**config.mk**
```make
export PLATFORM = sky130hd
export DESIGN_NAME = wallace_mul32_seq_flat
export DESIGN_NICKNAME = d
export VERILOG_FILES = /design/src/rtl/wallace_mul32_seq_if.sv /design/src/rtl/wallace_mul32_seq.sv /design/src/flat_wrapper.sv
export SDC_FILE = /design/constraint.sdc
export NUM_CORES = 1
export LEC_CHECK = 0
export CAP_MARGIN = 30
export CORE_MARGIN = 2
export CORE_UTILIZATION = 35
export CTS_BUF_LIST = sky130_fd_sc_hd__clkbuf_8
export CTS_CLUSTER_DIAMETER = 50
export CTS_CLUSTER_SIZE = 20
export DETAILED_ROUTE_END_ITERATION = 6
export HOLD_SLACK_MARGIN = 0.03
export PLACE_DENSITY_LB_ADDON = 0.12
export SETUP_SLACK_MARGIN = 0.4
export SLEW_MARGIN = 25
export SYNTH_ARGS = -nofsm -noshare
export SYNTH_HDL_FRONTEND = slang
export SYNTH_SLANG_ARGS = --single-unit
export TNS_END_PERCENT = 50
```
**constraint.sdc**
```tcl
create_clock -name clk -period 17.2 [get_ports clk]
set_clock_uncertainty 0.2 [all_clocks]
set_input_delay 3.44 -clock clk [delete_from_list [all_inputs] [get_ports clk]]
set_output_delay 3.44 -clock clk [all_outputs]
set_load 0.02 [all_outputs]
```
**src/rtl/wallace_mul32_seq_if.sv**
```systemverilog
// ============================================================================
// wallace_mul32_seq_if : request/result handshake bundle for wallace_mul32_seq
// Rev 1.0 - initial release
// ============================================================================
`default_nettype none

interface wallace_mul32_seq_if #(
  parameter int TAG_W = 4
);
  logic             in_valid;
  logic             in_ready;
  logic [31:0]      in_a;
  logic [31:0]      in_b;
  logic [TAG_W-1:0] in_tag;
  logic             out_valid;
  logic             out_ready;
  logic [63:0]      out_prod;
  logic [TAG_W-1:0] out_tag;
  logic             busy;

  modport master (
    output in_valid, in_a, in_b, in_tag, out_ready,
    input  in_ready, out_valid, out_prod, out_tag, busy
  );

  modport slave (
    input  in_valid, in_a, in_b, in_tag, out_ready,
    output in_ready, out_valid, out_prod, out_tag, busy
  );
endinterface

`default_nettype wire

```
**src/rtl/wallace_mul32_seq.sv**
```systemverilog
// ============================================================================
// wallace_mul32_seq : 32x32 unsigned multiply sequenced over one 16x16 Wallace tree
// Rev 1.0 - initial release
// ============================================================================
`default_nettype none

module wallace16x16 (
  input  logic [15:0] a,
  input  logic [15:0] b,
  output logic [31:0] prod
);
  // Rows remaining after each 3:2 carry-save level, ending at two rows.
  localparam int LVL_ROWS [7] = '{16, 11, 8, 6, 4, 3, 2};

  logic [31:0] rows [7][16];

  always_comb begin
    for (int l = 0; l < 7; l++) begin
      for (int r = 0; r < 16; r++) begin
        rows[l][r] = 32'd0;
      end
    end
    for (int r = 0; r < 16; r++) begin
      rows[0][r] = b[r] ? ({16'd0, a} << r) : 32'd0;
    end
    // Carries are truncated at bit 31; the true product always fits in 32 bits.
    for (int l = 0; l < 6; l++) begin
      for (int k = 0; k < LVL_ROWS[l] / 3; k++) begin
        rows[l+1][2*k]   = rows[l][3*k] ^ rows[l][3*k+1] ^ rows[l][3*k+2];
        rows[l+1][2*k+1] = ((rows[l][3*k]   & rows[l][3*k+1]) |
                            (rows[l][3*k]   & rows[l][3*k+2]) |
                            (rows[l][3*k+1] & rows[l][3*k+2])) << 1;
      end
      for (int k = 0; k < LVL_ROWS[l] % 3; k++) begin
        rows[l+1][2*(LVL_ROWS[l]/3)+k] = rows[l][3*(LVL_ROWS[l]/3)+k];
      end
    end
    prod = rows[6][0] + rows[6][1];
  end
endmodule

module wallace_mul32_seq #(
  parameter int TAG_W = 4
) (
  input  logic                clk,
  input  logic                reset,
  wallace_mul32_seq_if.slave  bus
);
  typedef enum logic [1:0] {
    S_IDLE = 2'd0,
    S_MUL  = 2'd1,
    S_DONE = 2'd2
  } state_t;

  state_t           state_q, state_d;
  logic [1:0]       step_q, step_d;
  logic [63:0]      acc_q, acc_d;
  logic [31:0]      a_q, a_d;
  logic [31:0]      b_q, b_d;
  logic [TAG_W-1:0] tag_q, tag_d;
  logic             in_ready_q, in_ready_d;
  logic             out_valid_q, out_valid_d;
  logic             busy_q, busy_d;

  logic [15:0]      op_a;
  logic [15:0]      op_b;
  logic [31:0]      prod;
  logic [63:0]      addend;

  assign op_a = step_q[0] ? a_q[31:16] : a_q[15:0];
  assign op_b = step_q[1] ? b_q[31:16] : b_q[15:0];

  wallace16x16 u_tree (
    .a    (op_a),
    .b    (op_b),
    .prod (prod)
  );

  always_comb begin
    addend = 64'd0;
    case (step_q)
      2'd0:    addend = {32'd0, prod};
      2'd1,
      2'd2:    addend = {16'd0, prod, 16'd0};
      default: addend = {prod, 32'd0};
    endcase
  end

  always_comb begin
    state_d = state_q;
    step_d  = step_q;
    acc_d   = acc_q;
    a_d     = a_q;
    b_d     = b_q;
    tag_d   = tag_q;
    case (state_q)
      S_IDLE: begin
        if (bus.in_valid) begin
          a_d     = bus.in_a;
          b_d     = bus.in_b;
          tag_d   = bus.in_tag;
          acc_d   = 64'd0;
          state_d = S_MUL;
          // Zero operand: run only the hi*hi step, which contributes 0, for 1-cycle latency.
          step_d  = (bus.in_a == 32'd0 || bus.in_b == 32'd0) ? 2'd3 : 2'd0;
        end
      end
      S_MUL: begin
        acc_d  = acc_q + addend;
        step_d = step_q + 2'd1;
        if (step_q == 2'd3) begin
          state_d = S_DONE;
        end
      end
      S_DONE: begin
        if (bus.out_ready) begin
          state_d = S_IDLE;
        end
      end
      default: state_d = S_IDLE;
    endcase
    in_ready_d  = (state_d == S_IDLE);
    out_valid_d = (state_d == S_DONE);
    busy_d      = (state_d != S_IDLE);
  end

  always_ff @(posedge clk) begin
    if (reset) begin
      state_q     <= S_IDLE;
      step_q      <= 2'd0;
      acc_q       <= 64'd0;
      a_q         <= 32'd0;
      b_q         <= 32'd0;
      tag_q       <= '0;
      in_ready_q  <= 1'b1;
      out_valid_q <= 1'b0;
      busy_q      <= 1'b0;
    end else begin
      state_q     <= state_d;
      step_q      <= step_d;
      acc_q       <= acc_d;
      a_q         <= a_d;
      b_q         <= b_d;
      tag_q       <= tag_d;
      in_ready_q  <= in_ready_d;
      out_valid_q <= out_valid_d;
      busy_q      <= busy_d;
    end
  end

  assign bus.in_ready  = in_ready_q;
  assign bus.out_valid = out_valid_q;
  assign bus.busy      = busy_q;
  assign bus.out_prod  = acc_q;
  assign bus.out_tag   = tag_q;
endmodule

`default_nettype wire
```
**src/flat_wrapper.sv**
```systemverilog
// flat-port wrapper written by rule: the top's interface ports become plain ports
module wallace_mul32_seq_flat 
#(
  parameter int TAG_W = 4
)
  (clk, reset, bus_in_valid, bus_in_a, bus_in_b, bus_in_tag, bus_out_ready, bus_in_ready, bus_out_valid, bus_out_prod, bus_out_tag, bus_busy);
  wallace_mul32_seq_if #(.TAG_W(TAG_W)) bus_i ();
  input  logic clk;
  input  logic reset;
  input wire logic [$bits(bus_i.in_valid)-1:0] bus_in_valid;
  input wire logic [$bits(bus_i.in_a)-1:0] bus_in_a;
  input wire logic [$bits(bus_i.in_b)-1:0] bus_in_b;
  input wire logic [$bits(bus_i.in_tag)-1:0] bus_in_tag;
  input wire logic [$bits(bus_i.out_ready)-1:0] bus_out_ready;
  output wire logic [$bits(bus_i.in_ready)-1:0] bus_in_ready;
  output wire logic [$bits(bus_i.out_valid)-1:0] bus_out_valid;
  output wire logic [$bits(bus_i.out_prod)-1:0] bus_out_prod;
  output wire logic [$bits(bus_i.out_tag)-1:0] bus_out_tag;
  output wire logic [$bits(bus_i.busy)-1:0] bus_busy;
  assign bus_i.in_valid = bus_in_valid;
  assign bus_i.in_a = bus_in_a;
  assign bus_i.in_b = bus_in_b;
  assign bus_i.in_tag = bus_in_tag;
  assign bus_i.out_ready = bus_out_ready;
  assign bus_in_ready = bus_i.in_ready;
  assign bus_out_valid = bus_i.out_valid;
  assign bus_out_prod = bus_i.out_prod;
  assign bus_out_tag = bus_i.out_tag;
  assign bus_busy = bus_i.busy;
  wallace_mul32_seq #(.TAG_W(TAG_W)) u_core (.clk(clk), .reset(reset), .bus(bus_i));
endmodule
```
==> metrics.txt <==
status complete, no violations; yosys warns 0; WL/cell 20.45 microns; met1 usage 31.91%; post-cts resize count 0; Rows 80; Final Hold Vio Count 0; Setup Buffers After CTS 0; depth of the worst register-to-register path 33; pre-CTS setup slack 6836 ps; EDFF count, synth 0; Synth Cell Area 17,050 sq um; initial core utilization 35.56%; Hold WC Path Type flop to flop; leakage 0.007802 uW; Cells after Synth 2,119; ys async rst share 0%; kind of critical path flop to flop; Layout Nets 2,632; nature of the critical path endpoint flop; endpoints failing setup 0; main flop type after synthesis dfxtp_1; CTS Buf Count 17; Die ar. 50,500 sq um; DRC Markers 0; power per cell area 48.70 nW/um^2; Congestion Overflow GR 0; Critical Path RT 17,410 ps; busiest layer in global routing met2; first-pass GRT wire length 89,760 microns; share of cells above drive strength 1 5.070%; I/O pins 143; Register Area 2783 sq um; gr usage total 23.49%; worst vdd ir 0.05552 mV; Max-Cap Viols 0; H-Tree Level Count 4; Syn-to-layout area delta 14.30%; PnR worst setup slack 6810 ps; global placer's final weighted congestion 0.9057; core area 47,950 sq um; clock edge transition at the registers on the reported setup and hold paths 90 ps; Routed WL 58,200 microns; IO Port Bufs 142; minimum clock period 10,390 ps; Cell variety after synth 63; first-pass iteration count of the detailed router 6; Filler cells 4,945; vias in the first global route 15,476; Hold Slack 258.4 ps; worst stage delay on the critical path 890 ps; Most common cell on crit path fa_1; max frequency 0.09625 GHz; GR Util met2 36.71%; Syn Nets 2,535; Antenna Nets Post-Route 0; Die X 224.7 microns; largest net degree at the start of global routing 72; Die Span Y 224.7 microns; DR vias/cell 5.372; CTS Hold Bufs 0; Multi-input gate area 13,160 sq um; max-slew violations 0; CTS max path bufs 2; sequential share of the synthesized area 16.32%; initial antenna violation count 1; startpoint types flop; met3 usage 6.166%; HPWL after DPL 47,870 microns; Root Buffer Master clkbuf_8; clk sink count 139; WHS Path Cells 2; Crit Path Max Fanout 33; unrepaired setup endpoints after global routing no; number of DRC markers in iteration 0 1,117; Rel. slew slack 30.85%; Slew @ Worst Pin 1008 ps; fin crit share 60.41%; synthesized flop and latch total 139; clk_lat worst skew 540 ps; Avg Cell Area, Syn 8.047 sq um; Crit-path slowest cell mux2i_1; Critical Path AT 10,600 ps; Fin Setup TNS 0 ps; CTS tree built; DR vias 15,289
[placed cells by master (no fill, tap or decap), types with 9 or more instances in the layout]
cell,netlist,routed
nand2_1,351,350
nor2_1,240,240
inv_1,206,206
fa_1,202,202
a21oi_1,173,173
ha_1,142,142
clkdlybuf4s50_1,0,141
dfxtp_1,139,139
o21ai_0,93,93
xnor2_1,47,47
a21o_1,35,35
xor2_1,30,30
mux2i_1,31,29
nand4_1,28,28
a22oi_1,28,28
o21bai_1,28,27
buf_4,0,27
and2_1,27,26
mux2_2,25,25
a22o_1,22,22
nor4_1,18,18
clkbuf_8,0,17
nor3_1,16,16
nand3_1,13,13
nor2b_1,13,11
or2_2,9,9
o21a_1,9,9
[worst max-delay path: cells and delay by family, from the launching register on]
kind	cells	cell delay (ps)
AO/OA/AOI/OAI	15	3380
XOR/XNOR	2	440
adder cells (fa/ha/maj)	8	3650
buffers and inverters	3	520
flip-flops	1	320
multiplexers	1	890
AND/OR/NAND/NOR	4	820
[path summary, 6_finish.rpt]
path	from	endpoint	slack, ps
min reg2reg	u_core.b_q[5]	u_core.b_q[5]	260
max reg2reg	u_core.step_q[0]	u_core.bus.out_prod[60]	6810
max	u_core.step_q[0]	u_core.bus.out_prod[60]	6810
min	u_core.b_q[5]	u_core.b_q[5]	260
[logic make-up after synthesis]
group	synth area share, %
flops	16.32
fa+ha+maj	34.14
compound gates	16.66
xor+xnor	3.955
simple gates	18.86
buf+inv	6.604
mux	3.471
[synthesized netlist by cell type, types with 7 or more instances]
library cell / number / area [sq um]
nand2_1: 351 / 1318
nor2_1: 240 / 900.9
inv_1: 206 / 773.2
fa_1: 202 / 4044
a21oi_1: 173 / 865.8
ha_1: 142 / 1777
dfxtp_1: 139 / 2783
o21ai_0: 93 / 465.5
clkbuf_1: 80 / 300.3
xnor2_1: 47 / 411.6
a21o_1: 35 / 262.8
mux2i_1: 31 / 310.3
xor2_1: 30 / 262.8
a22oi_1: 28 / 210.2
nand4_1: 28 / 175.2
o21bai_1: 28 / 210.2
and2_1: 27 / 168.9
mux2_2: 25 / 281.5
a22o_1: 22 / 192.7
nor4_1: 18 / 112.6
nor3_1: 16 / 80.08
nand3_1: 13 / 65.06
nor2b_1: 13 / 81.33
buf_1: 9 / 33.78
o21a_1: 9 / 67.56
or2_2: 9 / 56.30
a211oi_1: 8 / 60.06
a31oi_1: 8 / 50.05
o22ai_1: 8 / 50.05
or3_1: 8 / 50.05
nand2b_1: 7 / 43.79
[metal layers]
layer,up-vias,share of wire [%],wire length (microns)
met5,-,0,0
met3,70,6.9,4033
met1,7509,46,26500
li1,7279,-,-
met2,431,45,26380
met4,0,2.2,1291
[stage by stage]
stage,total power [uW],instance area (sq um),util [%],std cells
5_1_grt,1011,19480,40.64,2844
3_3_place_gp,689.1,19090,39.82,2809
4_1_cts,960.6,19470,40.61,2842
3_5_place_dp,691.7,19110,39.85,2810
6_report,949.2,19490,40.65,2846
2_1_floorplan,562.9,17050,-,2119
[registers in the layout, summed over array words and instances, names as in the netlist]
| name | cells |
|---|---|
| u_core.bus.out_valid | 1 |
| u_core.b_q | 32 |
| u_core.bus.out_prod | 64 |
| u_core.bus.out_tag | 4 |
| u_core.step_q | 2 |
| u_core.bus.in_ready | 1 |
| u_core.a_q | 32 |
| u_core.bus.busy | 1 |
| u_core.state_q | 2 |
[power breakdown]
part | internal (uW) | switching (uW)
Combinational | 122 | 216
Clock | 104 | 160
Sequential | 336 | 11.7
[area by class of cell]
| type | instances | area share [%] |
|---|---|---|
| antenna | 2 | 0.02568 |
| multi-input combinational | 1681 | 67.54 |
| clock buffer | 17 | 1.200 |
| timing repair buffer | 170 | 8.358 |
| sequential | 139 | 14.28 |
| clock inverter | 15 | 0.6677 |
| tap | 615 | 3.948 |
| inverter | 207 | 3.987 |
Note: power is estimated with default switching activity, not from simulation.
